<file path="src/rtl/fifo_wr_packer.sv">
// rtl/fifo_wr_packer.sv - packs narrow input beats into wide FIFO words with keep mask and last flag
module fifo_wr_packer #(
  parameter  int ISIZE = 8,
  parameter  int RATIO = 4,
  localparam int OSIZE = ISIZE * RATIO,
  localparam int CSIZE = $clog2(RATIO)
) (
  input  logic                     wr_clk,
  input  logic                     rst_n,
  input  logic [ISIZE-1:0]         in_data,
  input  logic                     in_valid,
  input  logic                     in_last,
  output logic                     in_ready,
  output logic [OSIZE+RATIO:0]     fifo_wdata,
  output logic                     fifo_wr_en,
  input  logic                     fifo_full,
  output logic [15:0]              word_cnt,
  output logic [15:0]              pkt_cnt
);

  localparam logic [CSIZE-1:0] LAST_LANE = CSIZE'(RATIO - 1);

  logic [OSIZE-1:0] acc_q, acc_d;
  logic [RATIO-1:0] acc_keep_q, acc_keep_d;
  logic [CSIZE-1:0] cnt_q, cnt_d;

  logic [OSIZE-1:0] hold_data_q, hold_data_d;
  logic [RATIO-1:0] hold_keep_q, hold_keep_d;
  logic             hold_last_q, hold_last_d;
  logic             hold_vld_q, hold_vld_d;

  logic [15:0]      word_cnt_q, word_cnt_d;
  logic [15:0]      pkt_cnt_q, pkt_cnt_d;

  logic             drain;
  logic             accept;
  logic             complete;
  logic [OSIZE-1:0] merged_data;
  logic [RATIO-1:0] merged_keep;

  // Handshake: the hold register empties on a drain, so a beat can be taken in that same cycle.
  always_comb begin
    drain    = hold_vld_q && !fifo_full;
    in_ready = !hold_vld_q || drain;
    accept   = in_valid && in_ready;
    complete = accept && ((cnt_q == LAST_LANE) || in_last);
  end

  // Merge the incoming beat into its lane of the accumulator (lane 0 is the first beat).
  always_comb begin
    merged_data = acc_q;
    merged_keep = acc_keep_q;
    for (int i = 0; i < RATIO; i++) begin
      if (cnt_q == CSIZE'(i)) begin
        merged_data[i*ISIZE +: ISIZE] = in_data;
        merged_keep[i]                = 1'b1;
      end
    end
  end

  // Next-state for accumulator, hold register and counters.
  always_comb begin
    acc_d       = acc_q;
    acc_keep_d  = acc_keep_q;
    cnt_d       = cnt_q;
    hold_data_d = hold_data_q;
    hold_keep_d = hold_keep_q;
    hold_last_d = hold_last_q;
    hold_vld_d  = hold_vld_q;
    word_cnt_d  = word_cnt_q;
    pkt_cnt_d   = pkt_cnt_q;

    if (complete) begin
      hold_data_d = merged_data;
      hold_keep_d = merged_keep;
      hold_last_d = in_last;
      hold_vld_d  = 1'b1;
      acc_d       = '0;
      acc_keep_d  = '0;
      cnt_d       = '0;
    end else begin
      if (accept) begin
        acc_d      = merged_data;
        acc_keep_d = merged_keep;
        cnt_d      = cnt_q + CSIZE'(1);
      end
      if (drain) begin
        hold_vld_d = 1'b0;
      end
    end

    if (drain) begin
      word_cnt_d = word_cnt_q + 16'd1;
      if (hold_last_q) begin
        pkt_cnt_d = pkt_cnt_q + 16'd1;
      end
    end
  end

  // State registers; reset drops any partial word and any pending hold word.
  always_ff @(posedge wr_clk or negedge rst_n) begin
    if (!rst_n) begin
      acc_q       <= '0;
      acc_keep_q  <= '0;
      cnt_q       <= '0;
      hold_data_q <= '0;
      hold_keep_q <= '0;
      hold_last_q <= 1'b0;
      hold_vld_q  <= 1'b0;
      word_cnt_q  <= '0;
      pkt_cnt_q   <= '0;
    end else begin
      acc_q       <= acc_d;
      acc_keep_q  <= acc_keep_d;
      cnt_q       <= cnt_d;
      hold_data_q <= hold_data_d;
      hold_keep_q <= hold_keep_d;
      hold_last_q <= hold_last_d;
      hold_vld_q  <= hold_vld_d;
      word_cnt_q  <= word_cnt_d;
      pkt_cnt_q   <= pkt_cnt_d;
    end
  end

  // FIFO side: the write strobe is the drain condition, so a full FIFO is never written.
  always_comb begin
    fifo_wr_en = drain;
    fifo_wdata = {hold_last_q, hold_keep_q, hold_data_q};
    word_cnt   = word_cnt_q;
    pkt_cnt    = pkt_cnt_q;
  end

endmodule

</file>
<file path="config.mk">
export PLATFORM = sky130hd
export DESIGN_NAME = fifo_wr_packer
export DESIGN_NICKNAME = d
export VERILOG_FILES = /design/src/rtl/fifo_wr_packer.sv
export SDC_FILE = /design/constraint.sdc
export NUM_CORES = 1
export LEC_CHECK = 0
export ABC_CLOCK_PERIOD_IN_PS = 1700
export BUFFER_PORTS_ARGS = -buffer_cell sky130_fd_sc_hd__buf_2
export CAP_MARGIN = 20
export CORE_UTILIZATION = 50
export DETAILED_ROUTE_END_ITERATION = 8
export HOLD_SLACK_MARGIN = 0.06
export PLACE_DENSITY_LB_ADDON = 0.1
export SYNTH_ARGS = -nofsm -noshare
export SYNTH_HDL_FRONTEND = slang
export SYNTH_SLANG_ARGS = --single-unit
</file>
<file path="constraint.sdc">
create_clock -name wr_clk -period 1.7 [get_ports wr_clk]
set_input_delay 0.34 -clock wr_clk [delete_from_list [all_inputs] [get_ports wr_clk]]
set_output_delay 0.34 -clock wr_clk [all_outputs]
set_load 0.01 [all_outputs]
</file>
==> impl_metrics.py <==
metrics = {
    "run_status": {
        "outcome": "complete, no violations",
    },
    "timing": {
        "rsz0062_at_grt": "false",
        "fmax_ghz": 0.622,
        "finalSetupViolations": 0,
        "fin_crit_ps": 1610,
        "maxSlewHeadroom_pct": 72.9,
        "period_share_pct": 94.6,
        "hold_violations": 0,
        "tightest_slew_ps": 406,
        "maxSlewViolCount": 0,
        "skew_ps": 6.44,
        "fin_tns_setup_ps": 0,
    },
    "grt": {
        "grt_max_degree": 54,
        "gr-usage-all-layers_pct": 19.6,
        "grt_overflow_total": 0,
        "grt_pass1_wl_um": 14600,
        "antenna_found_initial": 0,
        "first_global_vias": 2986,
    },
    "worst_setup_path": {
        "end_kind": "primary output",
        "crit_type": "flop to primary output",
        "startpoint_type": "flop",
        "crit_fanout": 7,
        "critPathArrivalTime_ps": 1270,
        "r2r_slack_ps": 140,
        "crit_required_ps": 1360,
    },
    "place": {
        "dp_hpwl_um": 6130,
        "place.port_buffers": 83,
        "routabilityCongestion": 0.783,
        "dp_cells": 578,
        "place_area_sq_um": 5150,
    },
    "synth": {
        "synth_edf_count": 0,
        "ys_warn_count": 0,
        "syn_avg_cell_area_sq_um": 11.6,
        "ys_seq_area_share_pct": 60.1,
        "async_flop_share_pct": 100,
        "yosys.area.top_type_share_pct": 60.1,
        "synth.net_count": 406,
        "synth_ff_type": "dfrtp_1",
        "synth_cells": 387,
        "synth_top_cell_by_area": "dfrtp_1",
        "synth-seq-cells": 108,
        "ys_types": 34,
        "synth.top_cells.by_area": "dfrtp_1, mux2i_1, a22o_1",
        "syn_area_sq_um": 4500,
    },
    "cells_and_area": {
        "fin_area_sq_um": 5380,
        "fin_util_pct": 61.6,
        "stdcell_count": 594,
        "antenna_cells": 0,
        "syn2layout_area_growth_pct": 19.5,
        "final_common_cell": "dfrtp_1",
        "layout-drive-gt1-share_pct": 25.9,
        "final_cell_mix": "dfrtp_1, buf_2, nand2_1",
        "fin_nets": 501,
    },
    "pwr": {
        "vdd_ir_drop_max_mv": 0.578,
        "powerDensity_nw_per_um2": 1230,
        "p_leak_nw": 2.72,
    },
    "die": {
        "fp.dieArea_sq_um": 9380,
        "die_y_um": 96.9,
        "core_sq_um": 8720,
        "io_pins": 84,
        "die_width_um": 96.9,
        "initial_core_util_pct": 51.6,
        "core.rowCount": 34,
    },
    "clocking": {
        "cts_tree": "done",
        "cts.htree.levels": 3,
        "cts.sink_count": 108,
        "cts-root-buf": "clkbuf_8",
        "clk_pin_slew_ps": 90,
        "cts_buffer_depth": 2,
        "cts_setup_buffers": 0,
        "clk_latency_ps": 350,
        "cts_buffers": 9,
    },
    "routing": {
        "drt_pass1_iterations": 5,
        "highest_layer": "met4",
        "vias": 3127,
        "wl_met3_um": 310,
        "via_per_inst": 5.26,
        "drcViolationCount": 0,
        "met2_length_um": 4120,
        "drt_iter0_drc": 76,
        "wirelength_um": 8770,
        "met1Wirelength_um": 4210,
        "ant_nets": 0,
        "wl_per_cell_um": 14.8,
    },
    "hold_path": {
        "hold_path.class": "input pin to flop",
    },
    "run": {
        "max_cap_violations": 0,
    },
}
## area by class of cell
class / instances / area [sq um]
Sequential cell: 108 / 2700
Clock inverter: 4 / 73.8
Fill cell: 756 / 3350
Multi-Input combinational cell: 257 / 1700
Clock buffer: 11 / 141
Inverter: 3 / 11.3
Tap cell: 108 / 135
Timing Repair Buffer: 103 / 608
## cells by family (layout without fill, tap and decap cells)
logic type               after synthesis  after routing  synth area share, %
buffers and inverters                 22            121                 2.20
AO/OA/AOI/OAI                         71             71                 10.2
AND/OR/NAND/NOR                      116            116                 12.2
adder cells (fa/ha/maj)                6              6                 1.67
flip-flops                           108            108                 60.1
XOR/XNOR                              30             30                 6.01
multiplexers                          34             34                 7.62
## layer usage
metal / vias to the layer above / track usage, %
met3: 10 / 3.61
li1: 1521 / -
met1: 1528 / 27.6
met5: - / 0
met2: 68 / 30.9
met4: 0 / 6.54
## report_power, final
group          internal, W  switching (W)  total (W)
Combinational     0.000733       0.000835    0.00157
Sequential         0.00302       0.000345    0.00337
Clock             0.000864       0.000804    0.00167
## through the flow
| step | hold slack, ps | setup WS [ps] | power (W) |
|---|---|---|---|
| CTS | 276 | 86.8 | 0.00669 |
| detailed placement | 303 | 66.5 | 0.00501 |
| floorplan | 44.4 | 52.5 | 0.00429 |
| global placement | 301 | 97.2 | 0.00496 |
| global route | 270 | 3.08 | 0.00701 |
| finish | 278 | 91.3 | 0.00660 |
## worst paths after layout
kind	depth (start not counted)	from	end
min reg2reg	1	word_cnt[15]$_DFFE_PN0P_	word_cnt[15]$_DFFE_PN0P_
min in group asynchronous	2	rst_n	word_cnt[9]$_DFFE_PN0P_
max	3	hold_vld_q$_DFFE_PN0P_	fifo_wr_en
max in group asynchronous	3	rst_n	acc_keep_q[0]$_DFFE_PN0P_
min	2	in_last	hold_last_q$_DFFE_PN0P_
max reg2reg	5	cnt_q[0]$_DFFE_PN0P_	hold_data_q[26]$_DFFE_PN0P_
## worst max-delay path: stages (launching register included)
cell     delay [ps]
dfrtp_1         420
nor2b_2         200
buf_4           170
buf_2           130
## timing repair
item	CTS	global route
setup endpoints to repair	0	9
gates resized for setup	0	2
hold endpoints to repair	27	0
hold buffers	1	0
## flip-flops by register name (all words and copies together) (netlist names)
register and count:
acc_q 32, hold_data_q 32, pkt_cnt 16, word_cnt 16, acc_keep_q 4, hold_keep_q 4, cnt_q 2, hold_last_q 1
hold_vld_q 1
## synthesized netlist by cell type (2+ instances only)
master,instances
xor2_1,9
and3_1,7
mux2_2,2
nor2_1,16
mux2i_1,32
and2_1,9
dfrtp_1,108
a21oi_1,3
inv_1,3
nand4_1,7
a22o_1,25
nor3_1,3
o21ai_0,37
ha_1,6
buf_4,2
nand3_1,11
xnor2_1,20
nand2_1,55
clkbuf_1,15
o21ai_1,3
(Power assumes the default switching activity.)
